$ cat src/rtl/fence_loader.sv
// fence_loader: collects R and G1..G6 samples, hands the frame to the sorter and waits for finish_sort
module fence_loader #(
  parameter int COORD_W   = 10,
  parameter int NUM_FENCE = 6
) (
  input  logic                   clk,
  input  logic                   reset,
  input  logic                   in_valid,
  input  logic [COORD_W-1:0]     X,
  input  logic [COORD_W-1:0]     Y,
  input  logic                   finish_sort,
  output logic                   busy,
  output logic [2*COORD_W-1:0]   R,
  output logic [2*COORD_W-1:0]   G1,
  output logic [2*COORD_W-1:0]   G2,
  output logic [2*COORD_W-1:0]   G3,
  output logic [2*COORD_W-1:0]   G4,
  output logic [2*COORD_W-1:0]   G5,
  output logic [2*COORD_W-1:0]   G6,
  output logic                   finish_load,
  output logic [7:0]             frame_cnt
);
  typedef enum logic [1:0] {LOAD, HANDOFF, WAIT_SORT} state_t;
  state_t state, state_nx;
  logic [2:0] ptr;
  logic [2*COORD_W-1:0] pts [0:NUM_FENCE];
  logic accept, last;
  always_comb begin
    accept      = state == LOAD && in_valid;
    last        = ptr == 3'(NUM_FENCE);
    busy        = state != LOAD;
    finish_load = state == HANDOFF;
    state_nx    = state == LOAD    ? (accept && last ? HANDOFF : LOAD) :
                  state == HANDOFF ? WAIT_SORT :
                  finish_sort      ? LOAD : WAIT_SORT;
  end
  always_ff @(posedge clk) begin
    if (!reset) begin
      state     <= LOAD;
      ptr       <= '0;
      frame_cnt <= '0;
      for (int i = 0; i <= NUM_FENCE; i++) pts[i] <= '0;
    end else begin
      state <= state_nx;
      if (accept) begin
        pts[ptr] <= {X, Y};
        ptr      <= last ? 3'd0 : ptr + 3'd1;
      end
      if (finish_load) frame_cnt <= frame_cnt + 8'd1;
    end
  end
  assign R  = pts[0];
  assign G1 = pts[1];
  assign G2 = pts[2];
  assign G3 = pts[3];
  assign G4 = pts[4];
  assign G5 = pts[5];
  assign G6 = pts[6];
endmodule

$ cat config.mk
export PLATFORM = sky130hd
export DESIGN_NAME = fence_loader
export DESIGN_NICKNAME = d
export VERILOG_FILES = /design/src/rtl/fence_loader.sv
export SDC_FILE = /design/constraint.sdc
export NUM_CORES = 1
export LEC_CHECK = 0
export BUFFER_PORTS_ARGS = -buffer_cell sky130_fd_sc_hd__buf_2
export CAP_MARGIN = 5
export CELL_PAD_IN_SITES_DETAIL_PLACEMENT = 1
export CELL_PAD_IN_SITES_GLOBAL_PLACEMENT = 1
export CORE_UTILIZATION = 44
export CTS_CLUSTER_SIZE = 10
export DETAILED_ROUTE_END_ITERATION = 10
export GPL_ROUTABILITY_DRIVEN = 1
export GPL_TIMING_DRIVEN = 0
export HOLD_SLACK_MARGIN = 0.02
export PLACE_DENSITY_LB_ADDON = 0.15
export SYNTH_ARGS = -nofsm -noshare
export SYNTH_HDL_FRONTEND = slang
export SYNTH_SLANG_ARGS = --single-unit
export TNS_END_PERCENT = 50
$ cat constraint.sdc
create_clock -name clk -period 5.18 [get_ports clk]
set_input_delay 0.259 -clock clk [delete_from_list [all_inputs] [get_ports clk]]
set_output_delay 0.259 -clock clk [all_outputs]
set_load 0.1 [all_outputs]
Word level (Yosys, flattened, before mapping)

Memory sizes are Yosys's and may differ from the RTL's.
Index checks and enable logic that the tools add are counted.

Input port bits: 24
Bits in read-only memories: 0
Bits in latches: 0
Word-level logic and storage cells: 25
Output and inout port bits: 150
Memory bits (writable): 140
Memories: 1
Register bits: 13

Bitwise operators: 0
Div/mod/pow operators: 0
Reductions and logical operators: 5
Equal/unequal tests: 2
Mux-type cells: 12
Shift-type cells: 0
Magnitude comparators: 0
Multiply operators: 0
$add $sub $neg: 2

Memory list:

| name | depth | width | rd ports | clocked after Yosys merged registers in | wr ports | line | RTL |
|---|---|---|---|---|---|---|---|
| pts  | 7     | 20    | 7        | 0                                       | 7        | 26   | `logic [2*COORD_W-1:0] pts [0:NUM_FENCE];` |

Operators with widths:

| kind                  | count |
|---|---|
| $mux W20              | 1 |
| $reduce_or A20 Y1     | 1 |
| $add A8 B1 Y8 const B | 1 |
| $mux W1               | 6 |
| $mux W2               | 3 |
| $mux W3               | 2 |
| $add A3 B1 Y3 const B | 1 |
| $eq A3 B3 Y1 const B  | 1 |
| $eq A2 B1 Y1 const B  | 1 |
| $logic_and A1 B1 Y1   | 2 |
| $logic_not A2 Y1      | 1 |
| $reduce_bool A2 Y1    | 1 |

Depth between registers and ports, before layout

Gate-level depths: netlist of run 1.

Depth in word-level cells: 7
Gate-level depth with buffers: 5
Mapped depth without buffers: 4

Worst setup path before layout of run 1

No wires, ideal clock.

Path kind: register to register
Start point: register state[0]
End point: memory pts[3][0] in the netlist's numbering, enable pin
Required time: 4.781 ns
Stages on the path, launching flop included: 4
Setup slack: 3.014 ns
Path buffers: 0
Arrival: 1.766 ns
Setup time: 0.399 ns
Clock period less this slack: 2.166 ns
Cell sequence: dfxtp_1 > nor3b_2 > nand2_1 > o21ai_1

RTL lines:

| item                   | line | RTL |
|---|---|---|
| from (decl)            | 24   | `state_t state, state_nx;` |
| from (signal assigned) | 44   | `state <= state_nx;` |
| to (decl)              | 26   |  |

==> results.toml, run 1 <==
[status]
status = "finished clean"

[synthesis]
synth_seq_area_share = 0.722
async_flop_share = 0
synth_area_per_cell_sq_um = 14.0
synth_edf_count = 120
synth_ff_type = "edfxtp_1"
yosysUniqueCellTypes = 42
synthCells = 421
synth.ff_latch_count = 153
ys.warnings.count = 0
syn-num-nets = 446
syn-cell-area_sq_um = 5900

[grt]
grt_max_degree = 21
grt-ovfl-total = 0
grt_pass1_vias = 4067
antenna_found_initial = 0
grt_pass1_wl_um = 23200
grt_use_total = 0.226

[run]
drv_cap = 0

[timing]
final-setup-viol-count = 0
hold_viol = 0
finClkSkew_ps = 6.94
fin_tns_setup_ps = 0
worst_slack_ps = 2960
rsz0062_at_grt = "false"
min_period_ps = 2220
period_share = 0.429
worst_pin_slew_ps = 1030
drv_slew = 0
relSlewSlack = 0.314
clock.fmax_ghz = 0.450

[drt]
wl_um = 15200
first_pass_iters = 6
vias = 3965
post_drt_via_cell_ratio = 4.96
ant_nets = 0
wl_per_cell_um = 19.0
drt_iter0_drc = 168
drc = 0

[power_and_ir_drop]
p_total_mw = 3.23
powerDensity_nw_per_um2 = 422
ir_worst_vdd_uv = 181
p_leak_nw = 3.34

[setup_path]
critPathMaxFanout = 20
crit_type = "register to register"
critical_path_arrival_ps = 2250
cp-end-kind = "register"
required_ps = 5210
cp-start-kind = "register"

[die]
initial_utilization = 0.460
die_x_um = 118
core-area_sq_um = 12800
placementRows = 41
ioPinCount = 174
die_h_um = 118
die-area_sq_um = 13900

[cts]
cts_made_buffers = 17
ctsResizeCount = 0
clk_pin_slew_worst_paths_ps = 60
cts_root_buf = "clkbuf_16"
cts_setup_buffers = 0
ctsHoldBuffers = 0
cts_sinks = 153
cts_tree = "done"
worstSkewPairLatency_ps = 410
cts_buffer_depth = 2
cts_max_level = 4

[placed_design]
place_hpwl_um = 10700
port_buffers = 173
gp_congestion = 0.757
dp_slack_ps = 2930

[layout]
layout_commonest_cell = "buf_2"
antenna_cells = 0
area_growth_pct = 29.7
drive_above_1_share = 0.368
fin_util = 0.597
nFillCells = 1368
nNetsFinal = 640
layout_common_cells = "buf_2, and2_1, edfxtp_1"

[hold_path]
hold_class = "primary input to register"
## critical path, cell delays in order, from the launching register on
cell and delay (ps):
dfxtp_1 330, buf_4 180, clkinv_1 110, nor4_2 390, nand2b_1 820
## Yosys cell counts, types with 3 or more instances
master      n  area share
nand3_1    13       0.011
and2_1    120        0.13
nor2_1      6      0.0038
dfxtp_1    33        0.11
mux2i_1    12       0.020
inv_1       3      0.0019
nand2b_1    8      0.0085
o21ai_1    14       0.012
buf_2      16       0.014
nand2_1    34       0.022
edfxtp_1  120        0.61
a21oi_1     4      0.0034
clkbuf_1    4      0.0025
## metrics by stage
stage / hold WS [ps] / cells / instance area [sq um]
after floorplan: 396 / 421 / 5900
after global placement: 434 / 766 / 6980
after detailed placement: 444 / 768 / 7020
after CTS: 160 / 800 / 7660
after global routing: 184 / 800 / 7660
final: 167 / 800 / 7660
## routing by layer
layer  track usage  share of wire  wire (um)  up-vias
met3        0.0518          0.052        789       20
met5             0              0          0        -
met1         0.268           0.41       6200     1963
met2         0.401           0.52       7990      130
li1              -              -          -     1852
met4        0.0817          0.017        257        0
## final cells by class
class | count | area [sq um] | area share
flip-flops and latches | 153 | 4260 | 0.557
multi-input cells | 240 | 1510 | 0.197
repair buffers | 175 | 896 | 0.117
clock buffers | 21 | 440 | 0.0575
well taps | 172 | 215 | 0.0281
clock inverters | 11 | 195 | 0.0255
plain buffers | 23 | 118 | 0.0154
inverters | 5 | 18.8 | 0.00245
## report_power, final
part	internal, mW	leakage [nW]	switching (mW)	total [mW]
Clock	0.857	0.300	0.479	1.34
Sequential	1.38	1.52	0.0142	1.39
Combinational	0.0588	1.53	0.444	0.503
## final timing paths
kind / startpoint / end / slack (ps) / cells after the start
min: finish_sort / state[1] / 170 / 3
max: ptr[0] / pts[1][10] / 2960 / 4
max reg2reg: ptr[0] / pts[1][10] / 2960 / 4
min reg2reg: pts[6][6] / pts[6][6] / 460 / 2
## state kept, by name, indices dropped and copies added (netlist names)
register / count
frame_cnt: 8
pts: 140
ptr: 3
state: 2
## cells by family (layout without fill, tap and decap cells)
logic type / Yosys count / count (layout) / synth area share
muxes: 12 / 12 / 0.0204
xor gates and xnor gates: 2 / 2 / 0.00297
adders and majority gates: 1 / 1 / 0.00212
buffers and inverters: 28 / 235 / 0.0231
and+or+nand+nor: 201 / 201 / 0.206
DFF: 153 / 153 / 0.722
AOI/OAI and AO/OA: 24 / 24 / 0.0227
Note: power is estimated with default switching activity, not from simulation.
==> inputs of run 2 (changes only) <==
Settings changed: ABC_AREA from default to 1, CORE_UTILIZATION 44 to 39.
Clock period 5.18 ns to 2.1 ns, I/O delays scaled along.
==> run 2 against run 1 <==
  * Clock skew decreased by 0.72 ps
  * Synthesized cell count increased by 23%
  * Global-route usage decreased by 1.4 points
  * Utilization decreased by 6.4 points
  * Largest cell class unchanged
  * Largest power group unchanged
==> results.toml, run 2 <==
[timing]
rsz0062_at_grt = "false"
period_share = 0.903
final-setup-viol-count = 0
clock.fmax_ghz = 0.527
relSlewSlack = 0.579
min_period_ps = 1900
worst_pin_slew_ps = 631
hold_viol = 0
worst_slack_ps = 203
finClkSkew_ps = 6.22
fin_tns_setup_ps = 0
drv_slew = 0

[synthesis]
netlist.area_leader.share = 0.627
synth_fa_ha_area_frac = 0.00218
synth_seq_area_share = 0.742
synth_xor_area_frac = 0
syn-cell-area_sq_um = 5750
async_flop_share = 0
yosysUniqueCellTypes = 20
yosys-top-cells-count = "nor2_1, edfxtp_1, nand2_1"
synth_area_per_cell_sq_um = 11.1
synth_ff_type = "edfxtp_1"
synth_compound_area_frac = 0.0122
syn-num-nets = 544
ys.warnings.count = 0
synth_top_family_by_area = "simple AND/OR/NAND/NOR gates"
synthMuxAreaShare = 0
yosys.area_share.simple = 0.175
synth_top_area_cell = "edfxtp_1"
synth.ff_latch_count = 153
synthCells = 519
synth_edf_count = 120
synth_most_common_cell = "nor2_1"
synthTopCellsByArea = "edfxtp_1, dfxtp_1, nor2_1, nand2_1, inv_1"

[cts]
cts_tree = "done"
cts_buffer_depth = 2
cts_setup_buffers = 0
cts_max_level = 4
cts_made_buffers = 17
cts_root_buf = "clkbuf_16"
clk_pin_slew_worst_paths_ps = 60
worstSkewPairLatency_ps = 430
cts_sinks = 153

[drt]
vias = 4317
post_drt_via_cell_ratio = 4.64
wl_per_cell_um = 16.6
drc = 0
drt_iter0_drc = 231
wl_um = 15500
first_pass_iters = 5
ant_nets = 0

[placed_design]
gp_congestion = 0.786
place_hpwl_um = 11300
place_inst = 876
placed_cell_area_sq_um = 6870
port_buffers = 172
dp_slack_ps = -349

[layout]
layout_commonest_cell = "buf_2"
nFillCells = 1639
area_growth_pct = 34.2
largest_register_ffs = 140
regMostFlops = "pts"
layout_common_cells = "buf_2, nor2_1, edfxtp_1"
seqCellArea_sq_um = 4260
fin_area_sq_um = 7720
fin_cells = 931
nNetsFinal = 759
drive_above_1_share = 0.308
fin_util = 0.533
largest_registers = "pts (140), frame_cnt (8), ptr (3)"
antenna_cells = 0
multiInputGateArea_sq_um = 1150

[setup_path]
crit_top_cell = "nor2_4"
critPathMaxFanout = 20
cp-start-kind = "register"
crit_type = "register to register"
critical_path_arrival_ps = 2020
critPathSlowestCell = "dfxtp_1"
critical-path-max-stage-delay_ps = 390
cp-end-kind = "register"
cp_cell_sequence = "nor2_4 > nand2_2 > nor2_4 > nand2_1 > inv_2 > nand3_1 > buf_2 > nand2_8"
required_ps = 2220

[grt]
use_met3 = 0.0530
grt-ovfl-total = 0
grt_use_total = 0.213
grt_pass1_vias = 4255
met2_usage = 0.375
antenna_found_initial = 0
grt_max_degree = 21
top_usage_layer = "met2"
grt.met1_usage = 0.249
grt_pass1_wl_um = 23000

[power_and_ir_drop]
p_leak_nw = 3.75
ir_worst_vdd_uv = 674
powerDensity_nw_per_um2 = 1000

[hold_path]
hold_class = "primary input to register"

[die]
placementRows = 44
ioPinCount = 174
die_h_um = 123
die_x_um = 123
die-area_sq_um = 15200
core-area_sq_um = 14500
initial_utilization = 0.397

[status]
status = "finished clean"

[run]
drv_cap = 0
-- run 2: changes by cell type in the layout (fill, tap and decap cells not counted), moves of 3 or more --
cell           previous run  this run
nand3_1                  13         9
bufinv_16                 5         2
o21ai_1                  12         0
buf_2                   189       182
nand2b_1                  8         0
and2_1                  120         0
nor2_1                    6       152
mux2i_1                  12         0
clkinv_2                  0         5
nand2_1                  34        81
o21ai_0                   1         5
buf_6                     1         4
inv_1                     3        72
dlygate4sd3_1             0        23
-- run 2: cell type report --
cell class,instances,area share
sequential,153,0.553
multi-input combinational,271,0.150
timing repair buffer,196,0.143
clock buffer,19,0.0561
inverter,74,0.0360
tap,184,0.0298
clock inverter,13,0.0167
buffer,21,0.0159
-- run 2: where the power goes --
part / internal, mW / total (mW) / switching, mW / leakage (nW)
logic: 0.172 / 1.36 / 1.19 / 1.96
clock network: 1.73 / 2.94 / 1.20 / 0.270
registers: 3.41 / 3.45 / 0.0455 / 1.51
total: 5.31 / 7.75 / 2.44 / 3.75
-- run 2: cell families (layout without fill, tap and decap cells) --
logic type	count (synthesis)	after routing
compound gates	13	13
buf+inv	95	323
simple gates	257	257
flops	153	153
fa+ha+maj	1	1
-- run 2: timing repair --
action / CTS / global route
hold endpoints to repair: 34 / 0
endpoints found under the setup margin: 83 / 80
hold buffers: 23 / 0
resized for setup: 8 / 6
cloned: 0 / 0
-- run 2: layer usage --
metal,up-vias,part of all wire
met5,-,0
met1,2110,0.41
met3,18,0.045
li1,2068,-
met4,0,0.014
met2,121,0.53
-- run 2: final timing paths --
| check | cells past startpoint | slack, ps | start | to |
|---|---|---|---|---|
| min | 3 | 420 | finish_sort | state[1] |
| min reg2reg | 1 | 510 | frame_cnt[3] | frame_cnt[3] |
| max reg2reg | 8 | 200 | state[1] | pts[2][5] |
| max | 8 | 200 | state[1] | pts[2][5] |
-- run 2: worst max-delay path: cells and delay by family (launching register included) --
kind | cells | cell delay [ps]
flops | 1 | 390
buf+inv | 2 | 340
simple gates | 6 | 850
-- run 2: stage by stage --
stage	hold slack (ps)	total power, mW
final	422	7.75
after global routing	417	7.99
after CTS	403	7.81
after detailed placement	312	4.84
after global placement	308	4.82
after floorplan	207	4.60
